==> src/rtl/serial_subtractor.sv <==
// ============================================================================
// Module   : serial_subtractor
// Brief    : Bit-serial N-bit subtractor (a - b), LSB first, one borrow flop,
//            with per-stage borrow outputs and a start/done handshake.
// Revision : 1.0 - initial release
// ============================================================================
`default_nettype none

module serial_subtractor #(
  parameter int N = 4
) (
  input  logic         clk,
  input  logic         rst,
  input  logic         start,
  input  logic [N-1:0] a,
  input  logic [N-1:0] b,
  output logic         busy,
  output logic         done,
  output logic [N-1:0] diff,
  output logic [N-1:0] bo,
  output logic         neg
);

  localparam int CW = (N > 1) ? $clog2(N) : 1;
  localparam logic [CW-1:0] C_LAST = CW'(N - 1);

  typedef enum logic [1:0] {
    S_IDLE  = 2'd0,
    S_SHIFT = 2'd1,
    S_DONE  = 2'd2
  } state_t;

  state_t        r_state;
  logic [N-1:0]  r_sa;
  logic [N-1:0]  r_sb;
  logic          r_borrow;
  logic [CW-1:0] r_cnt;
  logic [N-1:0]  r_diff;
  logic [N-1:0]  r_bo;
  logic          r_neg;

  logic          w_d;
  logic          w_borrow_next;

  // Full-subtractor cell applied to the current LSBs of the shifting operands.
  assign w_d           = r_sa[0] ^ r_sb[0] ^ r_borrow;
  assign w_borrow_next = (~r_sa[0] & r_sb[0]) | (~(r_sa[0] ^ r_sb[0]) & r_borrow);

  always_ff @(posedge clk or posedge rst) begin
    if (rst) begin
      r_state  <= S_IDLE;
      r_sa     <= '0;
      r_sb     <= '0;
      r_borrow <= 1'b0;
      r_cnt    <= '0;
      r_diff   <= '0;
      r_bo     <= '0;
      r_neg    <= 1'b0;
    end else begin
      case (r_state)
        S_IDLE: begin
          if (start) begin
            r_sa     <= a;
            r_sb     <= b;
            r_borrow <= 1'b0;
            r_cnt    <= '0;
            r_diff   <= '0;
            r_bo     <= '0;
            r_neg    <= 1'b0;
            r_state  <= S_SHIFT;
          end
        end
        S_SHIFT: begin
          // Result bits enter at the MSB so bit 0 lands at diff[0] after N shifts.
          r_diff       <= {w_d, r_diff[N-1:1]};
          r_bo[r_cnt]  <= w_borrow_next;
          r_borrow     <= w_borrow_next;
          r_sa         <= {1'b0, r_sa[N-1:1]};
          r_sb         <= {1'b0, r_sb[N-1:1]};
          if (r_cnt == C_LAST) begin
            r_neg   <= w_borrow_next;
            r_state <= S_DONE;
          end else begin
            r_cnt <= r_cnt + CW'(1);
          end
        end
        S_DONE: begin
          r_state <= S_IDLE;
        end
        default: begin
          r_state <= S_IDLE;
        end
      endcase
    end
  end

  assign busy = (r_state != S_IDLE);
  assign done = (r_state == S_DONE);
  assign diff = r_diff;
  assign bo   = r_bo;
  assign neg  = r_neg;

endmodule

`default_nettype wire

==> config.mk <==
export PLATFORM = sky130hd
export DESIGN_NAME = serial_subtractor
export DESIGN_NICKNAME = d
export VERILOG_FILES = /design/src/rtl/serial_subtractor.sv
export SDC_FILE = /design/constraint.sdc
export NUM_CORES = 1
export LEC_CHECK = 0
export ABC_AREA = 1
export ABC_CLOCK_PERIOD_IN_PS = 1400
export BUFFER_PORTS_ARGS = -buffer_cell sky130_fd_sc_hd__clkbuf_2
export CELL_PAD_IN_SITES_DETAIL_PLACEMENT = 0
export CELL_PAD_IN_SITES_GLOBAL_PLACEMENT = 1
export CORE_MARGIN = 4
export CORE_UTILIZATION = 39
export CTS_CLUSTER_SIZE = 40
export DETAILED_ROUTE_END_ITERATION = 10
export GPL_TIMING_DRIVEN = 1
export HOLD_SLACK_MARGIN = 0.06
export PLACE_DENSITY = 0.86
export SYNTH_ARGS = -nofsm -noshare
export SYNTH_HDL_FRONTEND = slang
export SYNTH_SLANG_ARGS = --single-unit
==> constraint.sdc <==
create_clock -name clk -period 1.4 [get_ports clk]
set_input_delay 0.21 -clock clk [delete_from_list [all_inputs] [get_ports clk]]
set_output_delay 0.21 -clock clk [all_outputs]
set_load 0.05 [all_outputs]
### After elaboration in Yosys (flattened, before gate mapping)

Cells that the tools add are included.
Widths: inputs -> output; s select.

| word-level totals | value |
|---|---|
| flip-flop bits (word level) | 22 |
| bits of input ports | 11 |
| output and inout port bits | 11 |

| cells by class | value |
|---|---|
| add/sub/neg operators | 1 |
| order comparisons | 2 |
| equal/unequal tests | 6 |
| mux-type cells | 20 |
| bitwise logic cells | 7 |
| reductions and logical operators | 8 |

Operators with widths:

| operator | count |
|---|---|
| $pmux 4 s2 | 4 |
| $mux 4 | 3 |
| $mux 2 | 4 |
| $pmux 2 s2 | 2 |
| $ne 2x2->1 const B | 3 |
| $reduce_and 3->1 | 2 |
| $bwmux 4 | 1 |
| $eq 2x2->1 const B | 2 |
| $pmux 1 s2 | 2 |
| $reduce_and 2->1 | 2 |
| $reduce_bool 2->1 | 2 |
| $lt 2x3->1 const B | 1 |
| $mux 1 | 3 |
| $add 2x1->2 const B | 1 |
| $and 1x1->1 | 2 |
| $demux 1 s2 | 1 |
| $eq 2x1->1 const B | 1 |
| $ge 2x1->1 const B | 1 |
| $logic_not 2->1 | 1 |
| $not 1->1 | 2 |
| $xor 1x1->1 | 2 |
| $logic_and 1x1->1 | 1 |
| $or 1x1->1 | 1 |

### Longest topological paths before layout

Gate-level depths: netlist of run 1.

| logic depth | value |
|---|---|
| word-level depth | 6 |
| gate-level depth with buffers | 6 |
| depth with buffers taken out | 6 |

### Least setup slack after synthesis of run 1

OpenSTA, ideal clock, no wires.

| timing path | value |
|---|---|
| path kind | reg-to-output |
| start point | reg r_state[1] |
| end point | out done |
| arrival | 1.298 ns |
| required time | 1.190 ns |
| slack | -0.108 ns |
| stages on the path, launching flop included | 4 |
| buffers on the path | 1 |
| path through | dfrtp_1 inv_2 buf_6 nor2_1 |

| between the ends | value |
|---|---|
| word-level cells in the longest chain between the ends | 1 |

RTL lines:

| item | RTL line | RTL |
|---|---|---|
| start: declaration | 33 | `state_t r_state;` |
| start signal: assignment | 51 | `r_state <= S_IDLE;` |
| start signal: assignment | 70 | `r_state <= S_SHIFT;` |
| start signal: assignment | 82 | `r_state <= S_DONE;` |
| $eq 2x2->1 | 98 | `assign done = (r_state == S_DONE);` |
| end: declaration | 18 | `output logic done,` |

Every way passes these cells.

### Worst setup path in the final report of run 1

| timing path | value |
|---|---|
| start point | reg r_state[0] |
| end point | out busy |

| between the ends | value |
|---|---|
| word-level cells in the longest chain between the ends | 1 |

RTL lines:

| item | RTL line | RTL |
|---|---|---|
| $reduce_bool 2->1 | 97 | `assign busy = (r_state != S_IDLE);` |
| end: declaration | 17 | `output logic busy,` |

Every way passes these cells.

==> qor.txt, run 1 <==
Combinational power share -> 0.542
Detailed-router iteration count before antenna repair -> 6
Routed Wire Length -> 2120 microns
Worst skew pair latency -> 0.30 ns
Die area -> 0.00375 sq mm
Dpl hpwl -> 1610 microns
CTS H-tree lvls -> 1
R2R Path Start -> r_state[1]
Share of power burned in registers -> 0.365
Worst setup path startpoint -> r_state[0]
Starting Density -> 0.405
Root buf cell -> clkbuf_4
Worst Path Required -> 1.19 ns
Leakage power -> 0.735 nW
Critical path class -> flip-flop to output port
Crit-path slowest cell -> dfrtp_2
Sw Share -> 0.495
Drt via density -> 4.90
PortBufs -> 21
First-pass GRT wire length -> 3550 microns
Top cells by area, synth -> dfrtp_1 50%, nand2_1 14%, nand3_1 12%, ha_1 4.5%, inv_1 4.1%
Clk pin slew, worst setup/hold paths -> 0.11 ns
Period minus WS final -> 1.34 ns
Clk_skew -> 0.00184 ns
Layout Nets -> 170
Syn nets -> 141
Worst Tran Pin Value -> 0.345 ns
Clk buf depth -> 2
Crit path depth -> 3
Seq. cell area -> 553 sq um
Area of the mapped netlist -> 0.00111 sq mm
CP Capture Type -> output port
Antenna violations before repair -> 0
Final ANT Viol Nets -> 0
Internal power -> 0.00149 W
Pin count of the biggest net entering global routing -> 23
Reg-to-reg slack, setup -> 0.12 ns
Status -> complete, no violations
Synth-to-Final Area Change -> 17.6%
Critical path launch point type -> flip-flop
Avg Cell Area, Syn -> 8.85 sq um
Cells after Synth -> 125
I/O pin total -> 22
Via Count -> 896
CTS Sinks -> 22
Most area-hungry cell type in the Yosys netlist -> dfrtp_1
Synth warnings -> 0
Crit path to -> busy
Max-cap violations -> 0
Crit path DAT -> 1.13 ns
Peak Freq -> 0.749 GHz
CP top delay family -> flip-flops
Multi-input gate area -> 468 sq um
Worst VDD drop -> 1.19 mV
Worst Hold Class -> primary input to flip-flop
Vias in the first global route -> 809
Yosys reg bits -> 22
Crit-path cells -> inv_4 > nand2_1 > clkbuf_4
Slew HR -> 0.769
FILL cells -> 273
GRT Overall Usage -> 0.131
GR Overflow Total -> 0
Most common cell after layout, fill and taps aside -> nand2_1
Num CTS Buffers -> 3
FF-to-FF End -> neg
Avg WL per Cell -> 11.6 microns
Layout cells sized above 1 -> 0.283
Post-route DRC -> 0
Synth top area share -> 0.498
Die Y -> 61.3 microns
Unrepaired setup endpoints after global routing -> true
Most frequent cells in the layout -> 40 x nand2_1, 27 x nand3_1, 20 x dfrtp_1
Final worst slack -> 0.0644 ns
Sequential share of the synthesized area -> 0.498
GP Congestion -> 0.790
Crit-path max FO -> 5
CP bufs+invs -> 2
Period utilisation layout -> 0.954
PwrDens -> 2270 mW/mm^2
Slew Limit Fails -> 0
Yosys cell types -> 17
Core ar. -> 0.00273 sq mm
TNS Setup -> 0 ns
N_diodes -> 0
Reg2Reg Depth -> 6
Largest stage delay, worst path -> 0.47 ns
Site Rows -> 19
Hold violation total from the final report -> 0
Die W -> 61.3 microns
Iter 0 DRT Violations -> 32
Count of final setup violators -> 0
Net Sw Power -> 0.00147 W
Dpl ws -> 0.0993 ns
Clk pwr share -> 0.093
CTS tree -> built
power by group through the flow:
stage	Sequential [W]	Clock (W)	Combinational, W
after global routing	0.00112	0.000313	0.00179
after CTS	0.00108	0.000288	0.00159
after global placement	0.00108	0	0.00154
after floorplan	0.00137	0	0.000986
after detailed placement	0.00109	0	0.00155
final	0.00108	0.000275	0.00160
per-layer routing:
layer | share of wire | global-route usage | vias to the layer above
li1 | - | - | 450
met1 | 0.45 | 0.159 | 424
met2 | 0.48 | 0.215 | 18
met3 | 0.059 | 0.0461 | 4
met4 | 0.011 | 0.0464 | 0
met5 | 0 | 0 | -
repair_timing:
item	CTS	global route
buffers inserted	2	1
resized for setup	4	2
hold buffers	1	0
setup endpoints to repair	2	2
endpoints found under the hold margin	22	0
cell families after synthesis:
group | share of synthesized area
AND/OR/NAND/NOR | 0.357
flip-flops | 0.498
buffers and inverters | 0.0814
adder cells (fa/ha/maj) | 0.0634
worst min path at each step:
stage	start	end	cells after the start
2_1_floorplan	rst	bo[0]	1
3_3_place_gp	rst	bo[1]	3
3_5_place_dp	rst	bo[1]	3
4_1_cts	b[3]	r_sb[3]	3
5_1_grt	b[3]	r_sb[3]	3
6_report	a[3]	r_sa[3]	3
Yosys cell counts:
| library cell | count |
|---|---|
| nand2_1 | 40 |
| nand3_1 | 27 |
| dfrtp_1 | 22 |
| inv_1 | 12 |
| ha_1 | 4 |
| buf_6 | 3 |
| inv_2 | 3 |
| nand2_4 | 2 |
| nand3_2 | 2 |
| nand4_1 | 2 |
| nor2_1 | 2 |
| fa_1 | 1 |
| nand2_2 | 1 |
| nand3_4 | 1 |
| nor2_2 | 1 |
| nor2_4 | 1 |
| or2_1 | 1 |
flip-flops by register name, summed over array words and instances, names as in the netlist:
register	cells
r_sb	4
bo	4
r_sa	4
diff	4
r_borrow	1
r_state	2
neg	1
r_cnt	2
metrics by stage:
stage	instance area (sq um)	hold WS, ns	total power, W	instances	utilization
6_report	1300	0.106	0.00296	183	0.476
5_1_grt	1300	0.109	0.00322	183	0.476
4_1_cts	1290	0.104	0.00297	182	0.472
3_5_place_dp	1230	0.240	0.00264	176	0.451
3_3_place_gp	1230	0.240	0.00262	176	0.451
2_1_floorplan	1110	0.199	0.00235	125	-
worst reg2reg max path: stages (launching register included):
cell and delay [ns]:
dfrtp_2 0.46, inv_4 0.08, buf_4 0.19, nand2_4 0.13
nor2_2 0.20, nand2_1 0.10, nand2_1 0.08
layout make-up:
type,count,share of cell area
Sequential cell,22,0.425
Multi-Input combinational cell,85,0.360
Timing Repair Buffer,27,0.121
Inverter,15,0.0471
Tap cell,31,0.0298
Clock buffer,3,0.0173
No activity file was read; power rests on OpenSTA's default activity.
==> run 2: changes to the inputs <==
--- a/config.mk
+++ b/config.mk
@@ -5,18 +5,18 @@
 export SDC_FILE = /design/constraint.sdc
 export NUM_CORES = 1
 export LEC_CHECK = 0
-export ABC_AREA = 1
+export ABC_AREA = 0
 export ABC_CLOCK_PERIOD_IN_PS = 1400
 export BUFFER_PORTS_ARGS = -buffer_cell sky130_fd_sc_hd__clkbuf_2
 export CELL_PAD_IN_SITES_DETAIL_PLACEMENT = 0
 export CELL_PAD_IN_SITES_GLOBAL_PLACEMENT = 1
 export CORE_MARGIN = 4
-export CORE_UTILIZATION = 39
+export CORE_UTILIZATION = 42
 export CTS_CLUSTER_SIZE = 40
 export DETAILED_ROUTE_END_ITERATION = 10
 export GPL_TIMING_DRIVEN = 1
 export HOLD_SLACK_MARGIN = 0.06
-export PLACE_DENSITY = 0.86
+export PLACE_DENSITY = 0.87
 export SYNTH_ARGS = -nofsm -noshare
 export SYNTH_HDL_FRONTEND = slang
 export SYNTH_SLANG_ARGS = --single-unit
==> qor.txt, run 2 <==
Clk pin slew, worst setup/hold paths -> 0.13 ns
Worst Path Required -> 1.19 ns
Reg2Reg Depth -> 3
Top cells by area, synth -> dfrtp_1 47%, a22o_2 4.3%, ha_1 4.3%, inv_1 4.2%, buf_6 3.9%
PwrDens -> 2560 mW/mm^2
CTS tree -> built
Status -> complete, no violations
Root buf cell -> clkbuf_4
Dpl ws -> -0.00451 ns
Iter 0 DRT Violations -> 35
Vias in the first global route -> 922
Layout Nets -> 152
Post-synth EDFFs -> 0
Ys flop type -> dfrtp_1
Clk buf depth -> 2
N_diodes -> 0
Peak Freq -> 0.720 GHz
Worst Tran Pin Value -> 0.339 ns
Die W -> 60.6 microns
PortBufs -> 21
Unrepaired setup endpoints after global routing -> true
First-pass GRT wire length -> 4130 microns
CP Capture Type -> output port
Dpl hpwl -> 1710 microns
Net Sw Power -> 0.00166 W
Layout cells sized above 1 -> 0.533
GRT Overall Usage -> 0.154
Most area-hungry cell type in the Yosys netlist -> dfrtp_1
Synth top area share -> 0.474
Hold Path Depth -> 2
Post-route DRC -> 0
Clk_skew -> 0.0148 ns
Period utilisation layout -> 0.992
Avg WL per Cell -> 15.6 microns
Syn nets -> 114
Yosys reg bits -> 22
CTS Sinks -> 22
I/O pin total -> 22
Core ar. -> 0.00257 sq mm
Internal power -> 0.00226 W
Count leader, synth -> dfrtp_1
Final ANT Viol Nets -> 0
Die Y -> 60.6 microns
GP Congestion -> 0.727
Drt via density -> 5.66
Leakage power -> 0.735 nW
Area of the mapped netlist -> 0.00116 sq mm
Critical path class -> flip-flop to output port
Post-synth ARST share -> 1.00
Antenna violations before repair -> 0
Largest stage delay, worst path -> 0.45 ns
Clk pwr share -> 0.124
Critical path launch point type -> flip-flop
Crit path DAT -> 1.18 ns
Slew Limit Fails -> 0
Synth-to-Final Area Change -> 31.7%
Num CTS Buffers -> 3
Worst skew pair latency -> 0.32 ns
Pin count of the biggest net entering global routing -> 23
Routed Wire Length -> 2580 microns
Max-cap violations -> 0
Count of final setup violators -> 0
Final worst slack -> 0.0119 ns
Most instantiated cells after synthesis -> 22 x dfrtp_1, 13 x inv_1, 6 x nor2_1
CTS H-tree lvls -> 1
Cells after Synth -> 98
Avg Cell Area, Syn -> 11.8 sq um
Worst VDD drop -> 1.87 mV
Sw Share -> 0.424
Via Count -> 934
Combinational power share -> 0.588
Hold violation total from the final report -> 0
Sequential share of the synthesized area -> 0.474
Crit-path cells -> buf_6 > nor2_4 > inv_2 > buf_8
Share of power burned in registers -> 0.289
Crit-path slowest cell -> dfrtp_2
GR Overflow Total -> 0
Site Rows -> 18
Worst Hold Class -> primary input to flip-flop
Yosys cell types -> 29
Detailed-router iteration count before antenna repair -> 4
Most frequent cells in the layout -> 19 x clkbuf_2, 18 x dfrtp_1, 14 x buf_4
Slew HR -> 0.771
FILL cells -> 233
Reg-to-reg slack, setup -> 0.01 ns
Period minus WS final -> 1.39 ns
Post-Route Utilization -> 0.596
Crit-path max FO -> 4
Starting Density -> 0.452
Synth warnings -> 0
Most common cell after layout, fill and taps aside -> clkbuf_2
Die area -> 0.00367 sq mm
-- run 2: cell types whose count changed after synthesis, sizes merged, moves of 4 or more --
cell and change:
nor4b +4, nand3 -28, buf +4, nand2 -41
a221oi +4, nor2b +5, a22o +5
-- run 2: final timing paths --
path                            start       end
max                        r_state[1]      busy
min                              a[3]   r_sa[3]
max reg2reg                  r_borrow       neg
min reg2reg                   r_sb[3]   r_sb[3]
max in group asynchronous         rst  r_cnt[0]
min in group asynchronous         rst   diff[2]
-- run 2: kinds of logic after synthesis --
logic type / Yosys count / synth area share
fa+ha+maj: 5 / 0.0603
simple gates: 29 / 0.167
flops: 22 / 0.474
compound gates: 22 / 0.205
buf+inv: 20 / 0.0937
-- run 2: routing by layer --
layer  share of wire  up-vias  wire length [microns]  track usage
met5               0        -                      0            0
met4           0.024        0                     61       0.0464
met2            0.51       27                   1320        0.264
met1            0.42      467                   1070        0.187
met3           0.048        9                    123       0.0447
li1                -      431                      -            -
-- run 2: critical path: cells and delay by family, from the launching register on --
| family | cells | cell delay (ns) |
|---|---|---|
| flops | 1 | 0.45 |
| simple gates | 1 | 0.11 |
| buf+inv | 3 | 0.32 |
-- run 2: final cells by class --
type / instances / area [sq um] / area share
clock buffer: 3 / 22.5 / 0.0147
inverter: 13 / 48.8 / 0.0319
tap: 30 / 37.5 / 0.0245
clock inverter: 1 / 30.0 / 0.0196
timing repair buffer: 40 / 285 / 0.187
multi-input combinational: 56 / 549 / 0.359
sequential: 22 / 556 / 0.363
-- run 2: power by group through the flow --
stage	combinational [W]	sequential, W	clock (W)
6_report	0.00230	0.00113	0.000485
5_1_grt	0.00251	0.00117	0.000526
4_1_cts	0.00221	0.00110	0.000498
3_5_place_dp	0.00195	0.00113	0
3_3_place_gp	0.00191	0.00111	0
2_1_floorplan	0.00121	0.00142	0
-- run 2: what timing repair did --
action,in CTS,in global routing
hold buffers,1,0
endpoints found under the setup margin,4,8
pin swaps,0,2
endpoints found under the hold margin,22,0
setup buffers,7,2
gates resized for setup,14,11
-- run 2: stage by stage --
step	area (sq um)	power, W	cells	TNS, ns	hold slack (ns)
floorplan	1170	0.00263	98	0	0.199
global placement	1320	0.00302	152	0	0.239
detailed placement	1320	0.00308	152	-0.00708	0.242
CTS	1490	0.00382	164	-0.0161	0.130
global route	1530	0.00420	165	-0.124	0.137
finish	1530	0.00392	165	0	0.132
==> run 3: changes to the inputs <==
--- a/config.mk
+++ b/config.mk
@@ -16,6 +16,7 @@
 export DETAILED_ROUTE_END_ITERATION = 10
 export GPL_TIMING_DRIVEN = 1
 export HOLD_SLACK_MARGIN = 0.06
+export MAX_ROUTING_LAYER = met4
 export PLACE_DENSITY = 0.87
 export SYNTH_ARGS = -nofsm -noshare
 export SYNTH_HDL_FRONTEND = slang
==> qor.txt, run 3 (synthesized netlist as in run 2, its figures left out) <==
Crit-path cells -> buf_6 > nor2_4 > inv_2 > buf_8
Worst skew pair latency -> 0.32 ns
Crit-path max FO -> 4
Via Count -> 946
Pin count of the biggest net entering global routing -> 23
Site Rows -> 18
Routed Wire Length -> 2580 microns
Worst VDD drop -> 1.87 mV
Slew HR -> 0.771
TNS Setup -> 0 ns
Worst Tran Pin Value -> 0.339 ns
GP Congestion -> 0.736
Layout Nets -> 152
Final ANT Viol Nets -> 0
Num CTS Buffers -> 3
GRT Overall Usage -> 0.159
Max-cap violations -> 0
Drt via density -> 5.73
Most common cell after layout, fill and taps aside -> clkbuf_2
PwrDens -> 2560 mW/mm^2
N_diodes -> 0
Largest stage delay, worst path -> 0.45 ns
Crit path DAT -> 1.18 ns
Core ar. -> 0.00257 sq mm
Detailed-router iteration count before antenna repair -> 4
Period utilisation layout -> 0.992
Dpl hpwl -> 1710 microns
Iter 0 DRT Violations -> 39
Slew Limit Fails -> 0
First-pass GRT wire length -> 4120 microns
Count of final setup violators -> 0
Post-Route Utilization -> 0.596
PortBufs -> 21
Critical path class -> flip-flop to output port
Status -> complete, no violations
Clk_skew -> 0.0142 ns
Clk buf depth -> 2
Unrepaired setup endpoints after global routing -> true
Worst Path Required -> 1.19 ns
Avg WL per Cell -> 15.6 microns
Crit-path slowest cell -> dfrtp_2
Highest metal used -> met4
CTS tree -> built
CP bufs+invs -> 3
I/O pin total -> 22
Leakage power -> 0.735 nW
Met3 WL -> 108 microns
Antenna violations before repair -> 0
GR Overflow Total -> 0
CTS H-tree lvls -> 1
Starting Density -> 0.452
Worst Hold Class -> primary input to flip-flop
CTS Sinks -> 22
Period minus WS final -> 1.39 ns
Synth-to-Final Area Change -> 31.7%
Post-route DRC -> 0
Layout cells sized above 1 -> 0.533
Die Y -> 60.6 microns
Vias in the first global route -> 923
Die area -> 0.00367 sq mm
Die W -> 60.6 microns
Critical path launch point type -> flip-flop
CP Capture Type -> output port
Most frequent cells in the layout -> 19 x clkbuf_2, 18 x dfrtp_1, 14 x buf_4
Placed insts -> 152
Hold violation total from the final report -> 0
CP top delay family -> flip-flops
Non-Filler Instances -> 165
Root buf cell -> clkbuf_4
Peak Freq -> 0.720 GHz
Metal-1 WL -> 1080 microns
Clk pin slew, worst setup/hold paths -> 0.13 ns
Met2 routed WL -> 1330 microns
## run 3: metal layers
metal,up-vias,GRT usage
li1,431,-
met1,481,0.187
met2,25,0.264
met3,9,0.0447
met4,0,0.0464
met5,-,-
## run 3: worst paths after layout
kind / start / to / slack, ns / cells after the start
min in group asynchronous: rst / diff[2] / 0.43 / 4
min reg2reg: diff[0] / diff[0] / 0.52 / 1
max: r_state[1] / busy / 0.01 / 4
max in group asynchronous: rst / r_cnt[0] / 0.72 / 4
max reg2reg: r_borrow / neg / 0.01 / 3
min: a[3] / r_sa[3] / 0.13 / 2
## run 3: area by class of cell
class | instances | area, sq um
fillers | 233 | 1040
flip-flops and latches | 22 | 556
multi-input cells | 56 | 549
repair buffers | 40 | 285
inverters | 13 | 48.8
well taps | 30 | 37.5
clock inverters | 1 | 30.0
clock buffers | 3 | 22.5
## run 3: worst reg2reg max path: stages, from the launching register on
cell     delay [ns]
dfrtp_1        0.43
fa_2           0.38
nor2b_4        0.14
a221o_2        0.35
## run 3: report_power, final
group / leakage (nW) / switching [W] / internal [W] / total [W]
logic: 0.434 / 0.00125 / 0.00105 / 0.00230
clock network: 0.0279 / 0.000195 / 0.000290 / 0.000485
registers: 0.273 / 0.000213 / 0.000920 / 0.00113
total: 0.735 / 0.00166 / 0.00226 / 0.00392
## run 3: repair_timing
item	CTS	global route
pin swaps	0	2
hold buffers	1	0
setup buffers	7	2
endpoints found under the setup margin	4	8
hold endpoints to repair	22	0
gates resized for setup	14	11
## run 3: metrics by stage
step	setup slack, ns	hold WS [ns]	total power, W	area, sq um
final	0.0109	0.133	0.00392	1530
after global placement	0.0219	0.239	0.00302	1320
after global routing	-0.0518	0.137	0.00420	1530
after detailed placement	-0.00451	0.242	0.00308	1320
after CTS	-0.0117	0.130	0.00382	1490
after floorplan	0.0264	0.199	0.00263	1170
